$ cat src/rtl/fpu_pkg.sv
// Shared FPU definitions: rounding-mode encoding and FP32 field geometry.
package fpu_pkg;

  typedef enum logic [2:0] {
    RNE = 3'b000,
    RTZ = 3'b001,
    RDN = 3'b010,
    RUP = 3'b011
  } rm_t;

  localparam int FP_BIAS   = 127;
  localparam int FP_MANT_W = 23;
  localparam int FP_EXP_W  = 8;

  // Codes 3'b100..3'b111 are not defined and fall back to round-to-nearest-even.
  function automatic logic round_up(input logic [2:0] mode, input logic sign,
                                    input logic lsb, input logic guard, input logic sticky);
    logic r;
    r = 1'b0;
    case (mode)
      RTZ:     r = 1'b0;
      RDN:     r = sign & (guard | sticky);
      RUP:     r = !sign & (guard | sticky);
      default: r = guard & (sticky | lsb);
    endcase
    return r;
  endfunction

endpackage

$ cat src/rtl/lzc.sv
// Parametrised leading-zero counter; cnt == W when the input is all zero.
module lzc #(
  parameter int W = 32
) (
  input  logic [W-1:0]         d,
  output logic [$clog2(W):0]   cnt,
  output logic                 zero
);

  localparam int CW = $clog2(W) + 1;

  // Scanning upward lets the highest set bit win the last assignment.
  always_comb begin
    cnt = CW'(W);
    for (int i = 0; i < W; i++) begin
      if (d[i]) cnt = CW'(W - 1 - i);
    end
  end

  assign zero = ~|d;

endmodule

$ cat src/rtl/itof_pipe.sv
// Three-stage integer-to-FP32 converter (sign/abs, normalise, round/pack)
// with valid/ready handshakes and a pass-through tag.
module itof_pipe
  import fpu_pkg::*;
#(
  parameter int IN_W  = 32,
  parameter int TAG_W = 5
) (
  input  logic             sys_clk,
  input  logic             rst,
  input  logic             in_valid,
  output logic             in_ready,
  input  logic [IN_W-1:0]  x,
  input  logic             is_signed,
  input  logic [2:0]       rm,
  input  logic [TAG_W-1:0] in_tag,
  output logic             out_valid,
  input  logic             out_ready,
  output logic [31:0]      y,
  output logic             inexact,
  output logic [TAG_W-1:0] out_tag
);

  localparam int CW  = $clog2(IN_W) + 1;
  localparam int FW  = IN_W - 1;
  // Fraction field is padded so mantissa, guard and at least one sticky bit always exist.
  localparam int NFW = ((IN_W < 26) ? 26 : IN_W) - 1;

  logic v1_reg, v2_reg, v3_reg;
  logic load1, load2, load3;

  // A stage may load when empty or when its contents move on this cycle.
  assign load3     = !v3_reg | out_ready;
  assign load2     = !v2_reg | load3;
  assign load1     = !v1_reg | load2;
  assign in_ready  = rst & load1;
  assign out_valid = v3_reg;

  // ---------------- Stage 1: sign / magnitude ----------------
  logic             s1_sign_next;
  logic [IN_W-1:0]  s1_abs_next;
  logic             s1_sign_reg;
  logic [IN_W-1:0]  s1_abs_reg;
  logic [2:0]       s1_rm_reg;
  logic [TAG_W-1:0] s1_tag_reg;

  assign s1_sign_next = is_signed & x[IN_W-1];
  assign s1_abs_next  = s1_sign_next ? -x : x;

  always_ff @(posedge sys_clk or negedge rst) begin
    if (!rst) begin
      v1_reg      <= 1'b0;
      s1_sign_reg <= 1'b0;
      s1_abs_reg  <= '0;
      s1_rm_reg   <= '0;
      s1_tag_reg  <= '0;
    end else if (load1) begin
      v1_reg <= in_valid;
      if (in_valid) begin
        s1_sign_reg <= s1_sign_next;
        s1_abs_reg  <= s1_abs_next;
        s1_rm_reg   <= rm;
        s1_tag_reg  <= in_tag;
      end
    end
  end

  // ---------------- Stage 2: normalise ----------------
  logic [CW-1:0]          lz_cnt;
  logic                   lz_zero;
  logic [FW-1:0]          frac;
  logic [NFW-1:0]         norm;
  logic [FP_EXP_W-1:0]    s2_exp_next;

  lzc #(.W(IN_W)) u_lzc (
    .d    (s1_abs_reg),
    .cnt  (lz_cnt),
    .zero (lz_zero)
  );

  // The leading one is shifted out of the top; only the bits below it remain.
  assign frac        = FW'(s1_abs_reg << lz_cnt);
  assign norm        = NFW'(frac) << (NFW - FW);
  assign s2_exp_next = FP_EXP_W'(FP_BIAS + IN_W - 1) - FP_EXP_W'(lz_cnt);

  logic                 s2_sign_reg, s2_zero_reg, s2_g_reg, s2_t_reg;
  logic [FP_EXP_W-1:0]  s2_exp_reg;
  logic [FP_MANT_W-1:0] s2_mant_reg;
  logic [2:0]           s2_rm_reg;
  logic [TAG_W-1:0]     s2_tag_reg;

  always_ff @(posedge sys_clk or negedge rst) begin
    if (!rst) begin
      v2_reg      <= 1'b0;
      s2_sign_reg <= 1'b0;
      s2_zero_reg <= 1'b0;
      s2_g_reg    <= 1'b0;
      s2_t_reg    <= 1'b0;
      s2_exp_reg  <= '0;
      s2_mant_reg <= '0;
      s2_rm_reg   <= '0;
      s2_tag_reg  <= '0;
    end else if (load2) begin
      v2_reg <= v1_reg;
      if (v1_reg) begin
        s2_sign_reg <= s1_sign_reg;
        s2_zero_reg <= lz_zero;
        s2_exp_reg  <= s2_exp_next;
        s2_mant_reg <= norm[NFW-1 -: FP_MANT_W];
        s2_g_reg    <= norm[NFW-FP_MANT_W-1];
        s2_t_reg    <= |norm[NFW-FP_MANT_W-2:0];
        s2_rm_reg   <= s1_rm_reg;
        s2_tag_reg  <= s1_tag_reg;
      end
    end
  end

  // ---------------- Stage 3: round / pack ----------------
  logic                 rnd_up;
  logic [FP_MANT_W:0]   mant_sum;
  logic [FP_EXP_W-1:0]  exp_fin;
  logic [31:0]          y_next;
  logic                 inexact_next;

  assign rnd_up   = round_up(s2_rm_reg, s2_sign_reg, s2_mant_reg[0], s2_g_reg, s2_t_reg);
  assign mant_sum = {1'b0, s2_mant_reg} + (FP_MANT_W + 1)'(rnd_up);
  // A carry out of the mantissa leaves the field zero and bumps the exponent.
  assign exp_fin  = s2_exp_reg + FP_EXP_W'(mant_sum[FP_MANT_W]);

  assign y_next       = s2_zero_reg ? 32'h0000_0000
                                    : {s2_sign_reg, exp_fin, mant_sum[FP_MANT_W-1:0]};
  assign inexact_next = !s2_zero_reg & (s2_g_reg | s2_t_reg);

  logic [31:0]      y_reg;
  logic             inexact_reg;
  logic [TAG_W-1:0] out_tag_reg;

  always_ff @(posedge sys_clk or negedge rst) begin
    if (!rst) begin
      v3_reg      <= 1'b0;
      y_reg       <= '0;
      inexact_reg <= 1'b0;
      out_tag_reg <= '0;
    end else if (load3) begin
      v3_reg <= v2_reg;
      if (v2_reg) begin
        y_reg       <= y_next;
        inexact_reg <= inexact_next;
        out_tag_reg <= s2_tag_reg;
      end
    end
  end

  assign y       = y_reg;
  assign inexact = inexact_reg;
  assign out_tag = out_tag_reg;

endmodule

$ cat config.mk
export PLATFORM = sky130hd
export DESIGN_NAME = itof_pipe
export DESIGN_NICKNAME = d
export VERILOG_FILES = /design/src/rtl/fpu_pkg.sv /design/src/rtl/lzc.sv /design/src/rtl/itof_pipe.sv
export SDC_FILE = /design/constraint.sdc
export NUM_CORES = 1
export LEC_CHECK = 0
export ABC_AREA = 1
export CAP_MARGIN = 20
export CORE_MARGIN = 4
export CORE_UTILIZATION = 45
export CTS_BUF_LIST = sky130_fd_sc_hd__clkbuf_8 sky130_fd_sc_hd__clkbuf_16
export CTS_CLUSTER_SIZE = 12
export DETAILED_ROUTE_END_ITERATION = 16
export PLACE_DENSITY = 0.79
export SLEW_MARGIN = 20
export SYNTH_ARGS = -nofsm -noshare
export SYNTH_HDL_FRONTEND = slang
export SYNTH_SLANG_ARGS = --single-unit
$ cat constraint.sdc
create_clock -name sys_clk -period 3.29 [get_ports sys_clk]
set_input_delay 0.658 -clock sys_clk [delete_from_list [all_inputs] [get_ports sys_clk]]
set_output_delay 0.658 -clock sys_clk [all_outputs]
set_load 0.05 [all_outputs]
==> metrics.yaml, run 1 <==
vdd_drop_max_mv: 0.5154
grt_pass1_wl_um: 35290
clk_pin_slew_ns: 0.06
place_area_um2: 9125
die_y_um: 139.4
port_buffers: 84
drive_gt1_share_pct: 31.44
async_reset_ff_share_pct: 100.0
drt_iter0_drc: 898
worst_pin_slew_ns: 0.9901
max-slew-margin-rel_pct: 33.92
wl_um: 26530
end_kind: "register"
path_class: "register to register"
core.rowCount: 47
syn-num-nets: 1170
powerDensity_nw_per_um2: 821.4
grt_pass1_vias: 7283
htree_levels: 4
initial_core_util_pct: 46.37
grt_max_degree: 65
finClkSkew_ns: 0.007547
leakage_nw: 5.441
grt-ovfl-total: 0
antenna_cells: 0
hold_buffers: 0
fin_crit_sh_pct: 117.1
drv_cap: 0
core_area_um2: 16760
grt_use_total_pct: 21.82
hpwl_um: 14930
cts_tree: "yes"
r2r_start: "s2_rm_reg[2]"
worst_setup_path_start_kind: "register"
utilization_pct: 69.94
top_layer: "met4"
fmax_mhz: 259.6
cts_root_buffer: "clkbuf_16"
cp.arrival_ns: 4.14
area_growth_pct: 50.85
setup_slack_ns: -0.5621
synth_area_per_cell_um2: 6.945
final_max_slew_viol_count: 0
synth_flop_cell: "dfrtp_1"
die_w_um: 139.4
required_ns: 3.58
clkLatencyLatePin_ns: 0.43
vias: 8815
viasPerCell: 5.796
dr.pass1.iters: 6
yosysSeqAreaShare_pct: 40.25
drc_errors: 0
synth_edf_count: 0
netlist_area_um2: 7771
wire_per_inst_um: 17.44
synthDistinctLibCells: 43
die_area_um2: 19440
finalInstanceArea_um2: 11720
gp_congestion: 0.8997
finalSetupViolations: 34
status: "finished, violations left"
dr_wl_met3_um: 2201
drt-met1-wl_um: 10380
critPathMaxFanout: 2
ys_ff_latch: 125
hold_ws_ns: 0.1493
cts_inserted_buffers: 17
violations: "negative setup slack"
worstSetupStartpoint: "s2_rm_reg[2]"
antenna_found_initial: 0
cts.sinks: 125
synth_warnings: 0
hold_path.class: "input pin to asynchronous set/reset pin"
hold_viol_final: 0
met2_length_um: 12650
postRouteAntennaNets: 0
grt_setup_unrepaired: "yes"
min_period_ns: 3.852
pin_count: 85
pre_cts_slack_ns: -0.3472
num-nets-final: 1339
syn_inst: 1119
clock_path_buffers: 2
## path summary, 6_finish.rpt
kind	cells after the start	slack (ns)	to
min in group sys_clk	2	0.48	out_tag[0]
max in group asynchronous	2	2.02	s2_mant_reg[10]
hold / removal	1	0.15	s1_tag_reg[2]
hold reg to reg	2	0.48	out_tag[0]
setup / recovery	22	-0.56	y[30]
setup reg to reg	22	-0.56	y[30]
## per-layer routing
| metal | up-vias | GRT usage, % |
|---|---|---|
| met5 | - | 0 |
| met4 | 0 | 7.878 |
| met3 | 119 | 3.979 |
| met2 | 525 | 34.10 |
| met1 | 4133 | 30.48 |
| li1 | 4038 | - |
## report_power, final
part	internal, mW	switching (mW)
logic	1.83	3.41
clock network	1.15	0.711
registers	2.06	0.470
total	5.04	4.59
## repair_timing
action | in CTS | in global routing
pin swaps | 12 | 137
setup endpoints to repair | 10 | 53
buffers inserted | 17 | 30
cloned | 0 | 7
gates resized for setup | 27 | 330
## critical path, cell delays in order (launching register included)
cell and delay (ns):
dfrtp_1 0.39, nor3_2 0.17, nand3_1 0.10, o21ai_2 0.08
ha_2 0.24, nand3_4 0.11, nor4_4 0.31, nand2_1 0.09
nor2_1 0.14, nand2_1 0.11, nor2_2 0.16, nand2_2 0.10
nor4_4 0.30, nand2_1 0.12, nor3_2 0.19, ha_2 0.24
nand3_2 0.10, nor2_2 0.17, inv_2 0.07, nor3_4 0.21
nand2_1 0.09, xor2_1 0.14, o21ai_1 0.07
## cells in the final DEF, fill, tap and decap left out, types with 52 or more instances in the layout
cell type / instances
nand2_2: 52
nand3_2: 83
clkdlybuf4s50_1: 82
dfrtp_1: 125
buf_4: 96
nand3_1: 64
nand2_1: 266
inv_1: 96
o21ai_0: 74
nor2_1: 52
## per-stage QoR
| step | setup TNS (ns) | std cells | power [mW] |
|---|---|---|---|
| global placement | -0.8036 | 1435 | 6.128 |
| global route | -18.13 | 1521 | 10.11 |
| floorplan | 0 | 1119 | 5.040 |
| CTS | -0.5808 | 1484 | 8.135 |
| detailed placement | -3.133 | 1435 | 6.206 |
| finish | -6.952 | 1521 | 9.628 |
## logic make-up after synthesis
logic type                 count (synthesis)  synth area share (%)
and+or+nand+nor                          629                 34.76
AOI/OAI and AO/OA                        167                 12.17
buffers and inverters                    158                 8.018
DFF                                      125                 40.25
xor gates and xnor gates                  34                 3.832
adders and majority gates                  6                0.9660
## final cells by class
cell class | instances | area [µm²]
Clock buffer | 19 | 452.9
Clock inverter | 13 | 141.4
Fill cell | 1183 | 5037
Inverter | 111 | 426.7
Multi-Input combinational cell | 840 | 5534
Sequential cell | 125 | 3128
Tap cell | 220 | 275.3
Timing Repair Buffer | 193 | 1764
## cells in the mapped netlist (all sizes together), types with 3 or more instances
master | number | area (µm²)
a21o | 3 | 22.52
xnor2 | 17 | 148.9
a21oi | 34 | 173.9
dfrtp | 125 | 3128
clkbuf | 33 | 123.9
a32o | 4 | 40.04
inv | 107 | 401.6
a22o | 5 | 43.79
clkinv | 4 | 15.01
o21ai | 98 | 490.5
nor3 | 20 | 105.1
or2 | 3 | 18.77
nand2 | 349 | 1333
a31oi | 4 | 31.28
ha | 6 | 75.07
o31ai | 10 | 75.07
nand4 | 3 | 18.77
buf | 14 | 82.57
xor2 | 17 | 148.9
nor4 | 10 | 62.56
nand3 | 176 | 895.9
nor2 | 65 | 246.5
Power figures use the tool's default switching activity.
==> inputs of run 2 (changes only) <==
--- a/config.mk
+++ b/config.mk
@@ -7,7 +7,7 @@
 export LEC_CHECK = 0
 export ABC_AREA = 1
 export CAP_MARGIN = 20
-export CORE_MARGIN = 4
+export CORE_MARGIN = 3
 export CORE_UTILIZATION = 45
 export CTS_BUF_LIST = sky130_fd_sc_hd__clkbuf_8 sky130_fd_sc_hd__clkbuf_16
 export CTS_CLUSTER_SIZE = 12
==> run 2 against run 1 <==
Against the previous run: core utilization decreased by 5.6 points; sequential share of layout area increased by 2.3 points; sequential power about the same; the flow still finishes with violations (negative setup slack); die area decreased by 2.8%; critical path type unchanged; via count decreased by 5.5%; highest routed layer unchanged.
==> metrics.yaml, run 2 (synthesized netlist as in run 1, its figures left out) <==
drive_gt1_share_pct: 21.62  # -9.8 points
path_common_cell: "nand2_2"
antenna_found_initial: 0  # unchanged
intPower_mw: 4.677  # -7.2%
antenna_cells: 0  # unchanged
drc_errors: 0  # unchanged
leakage_nw: 5.109  # -6.1%
cts_inserted_buffers: 17  # unchanged
setup_slack_ns: -0.09828  # +0.4638 ns
core_area_um2: 16760  # unchanged
htree_levels: 4  # unchanged
core.rowCount: 47  # unchanged
hold_path.class: "input pin to asynchronous set/reset pin"
hpwl_um: 14700  # -1.6%
required_ns: 3.57  # about the same
die_w_um: 137.4  # -1.4%
cts.sinks: 125  # unchanged
crit_family: "simple AND/OR/NAND/NOR gates"
pre_cts_slack_ns: -0.4067  # -0.05956 ns
die_area_um2: 18880  # -2.8%
min_period_ns: 3.388  # -0.4638 ns
clkLatencyLatePin_ns: 0.43  # about the same
worst_setup_path_start_kind: "register"
num-nets-final: 1324  # -1.1%
cp.arrival_ns: 3.67  # -0.47 ns
grt_max_degree: 64  # -1.5%
viasPerCell: 5.533  # -4.5%
drv_cap: 0  # unchanged
grt_use_total_pct: 22.76  # +0.95 points
grt_setup_unrepaired: "yes"
end_kind: "register"
pin_count: 85  # unchanged
finalSetupViolations: 5  # -85%
hold_viol_final: 0  # unchanged
p_clk_share_pct: 20.1  # +0.7 points
tns_ns: -0.2308  # +6.721 ns
violations: "negative setup slack"
wire_per_inst_um: 15.50  # -11%
drt_iter0_drc: 890  # -0.89%
crit_chain: "buf_4 > o21ai_0 > o21ai_2 > ha_4 > nand3_4 > nor4_4 > nand2_1 > nor2_2 > nand2_2 > nor2_4 > nand2_2 > nor4_4 > nand2_2 > nor3_2 > buf_4 > ha_4 > nand3_4 > nor2_4 > inv_2 > nor3_4 > nand2_1 > xor2_1 > o21ai_1"
gp_congestion: 0.9497  # +5.6%
critPathMaxFanout: 2  # unchanged
postRouteAntennaNets: 0  # unchanged
vdd_drop_max_mv: 0.5707  # +11%
switching_share_pct: 46.41  # -1.3 points
worst_pin_slew_ns: 0.7329  # -0.2572 ns
wl_um: 23340  # -12%
final_common_cell: "nand2_1"
final_max_slew_viol_count: 0  # unchanged
pwr-share-seq_pct: 28.9  # +2.6 points
clock_path_buffers: 2  # unchanged
layout_common_cells: "nand2_1, nand3_1, dfrtp_1, inv_1, buf_4"
power.switching_mw: 4.051  # -12%
status: "finished, violations left"
fin_crit_sh_pct: 103.0  # -14 points
path_buf_inv: 3  # +2
initial_core_util_pct: 46.37  # unchanged
area_growth_pct: 38.87
max-slew-margin-rel_pct: 51.14  # +17 points
clk_pin_slew_ns: 0.05  # about the same
cts_tree: "yes"
grt_pass1_wl_um: 34610  # -1.9%
max_stage_delay_ns: 0.37  # -0.02 ns
path_class: "register to register"
utilization_pct: 64.39  # -5.6 points
grt_pass1_vias: 7287  # +0.055%
cts_root_buffer: "clkbuf_16"
powerDensity_nw_per_um2: 808.7  # -1.5%
port_buffers: 84  # unchanged
p_total_mw: 8.727  # -9.4%
finClkSkew_ns: 0.009734  # +0.002187 ns
die_y_um: 137.4  # -1.4%
vias: 8332  # -5.5%
p_comb_share_pct: 51.0  # -3.4 points
cpMaxStageDelayCell: "dfrtp_1"
fillCellCount: 1376  # +16%
hold_buffers: 0  # unchanged
grt-ovfl-total: 0  # unchanged
fmax_mhz: 295.1  # +14%
dr.pass1.iters: 7  # +1
run 2: cell types whose count changed in the layout (fill, tap and decap cells not counted), sizes merged:
cell / previous run / this run
clkbuf: 21 / 20
inv: 109 / 111
clkinvlp: 5 / 6
nand2: 353 / 352
bufinv: 2 / 1
clkinv: 8 / 7
buf: 109 / 95
run 2: worst reg2reg max path, delay by kind of cell (launching register included):
kind / cells / cell delay [ns]
AND/OR/NAND/NOR: 14 / 1.71
buffers and inverters: 3 / 0.33
adder cells (fa/ha/maj): 2 / 0.33
flip-flops: 1 / 0.37
AO/OA/AOI/OAI: 3 / 0.34
XOR/XNOR: 1 / 0.17
run 2: worst paths after layout:
path | end | slack (ns) | depth (start not counted) | from
worst min register to register | out_tag[0] | 0.46 | 2 | s2_tag_reg[0]
worst max-delay path | y[30] | -0.1 | 23 | s2_t_reg
min in group sys_clk | out_tag[0] | 0.46 | 2 | s2_tag_reg[0]
worst max register to register | y[30] | -0.1 | 23 | s2_t_reg
max in group asynchronous | y[19] | 2.03 | 2 | rst
worst min-delay path | s1_tag_reg[3] | 0.17 | 1 | rst
run 2: layout make-up:
class	instances	area, µm²	share of cell area, %
inverters	111	420.4	3.896
repair buffers	179	1647	15.26
well taps	220	275.3	2.551
clock inverters	14	122.6	1.136
clock buffers	18	439.2	4.070
flip-flops and latches	125	3128	28.99
multi-input cells	839	4760	44.10
run 2: per-layer routing:
layer	wire length [µm]	share of wire, %	GRT usage [%]
met1	9772	42	31.42
met2	11060	47	35.85
met3	1493	6.4	3.981
met4	1008	4.3	8.537
met5	0	0	0
run 2: stage by stage:
stage / hold slack [ns] / cell area (µm²) / cells
2_1_floorplan: 0.3624 / 7777 / 1119
3_3_place_gp: 0.4567 / 9148 / 1438
3_5_place_dp: 0.4520 / 9148 / 1438
4_1_cts: 0.1742 / 9854 / 1482
5_1_grt: 0.1968 / 10790 / 1506
6_report: 0.1681 / 10790 / 1506
run 2: repair_timing:
item                                    in CTS  in global routing
buffers inserted                            12                 22
resized for setup                           14                169
gates cloned                                 0                  6
endpoints found under the setup margin      11                 58
pin swaps                                    2                 39
run 2: power by group through the flow:
stage                     Sequential, mW  Clock, mW  Combinational (mW)
final                               2.52       1.75                4.45
after global routing                2.58       1.85                4.83
after CTS                           2.44       1.77                3.79
after detailed placement            2.46          0                3.74
after global placement              2.43          0                3.69
after floorplan                     3.09          0                1.95
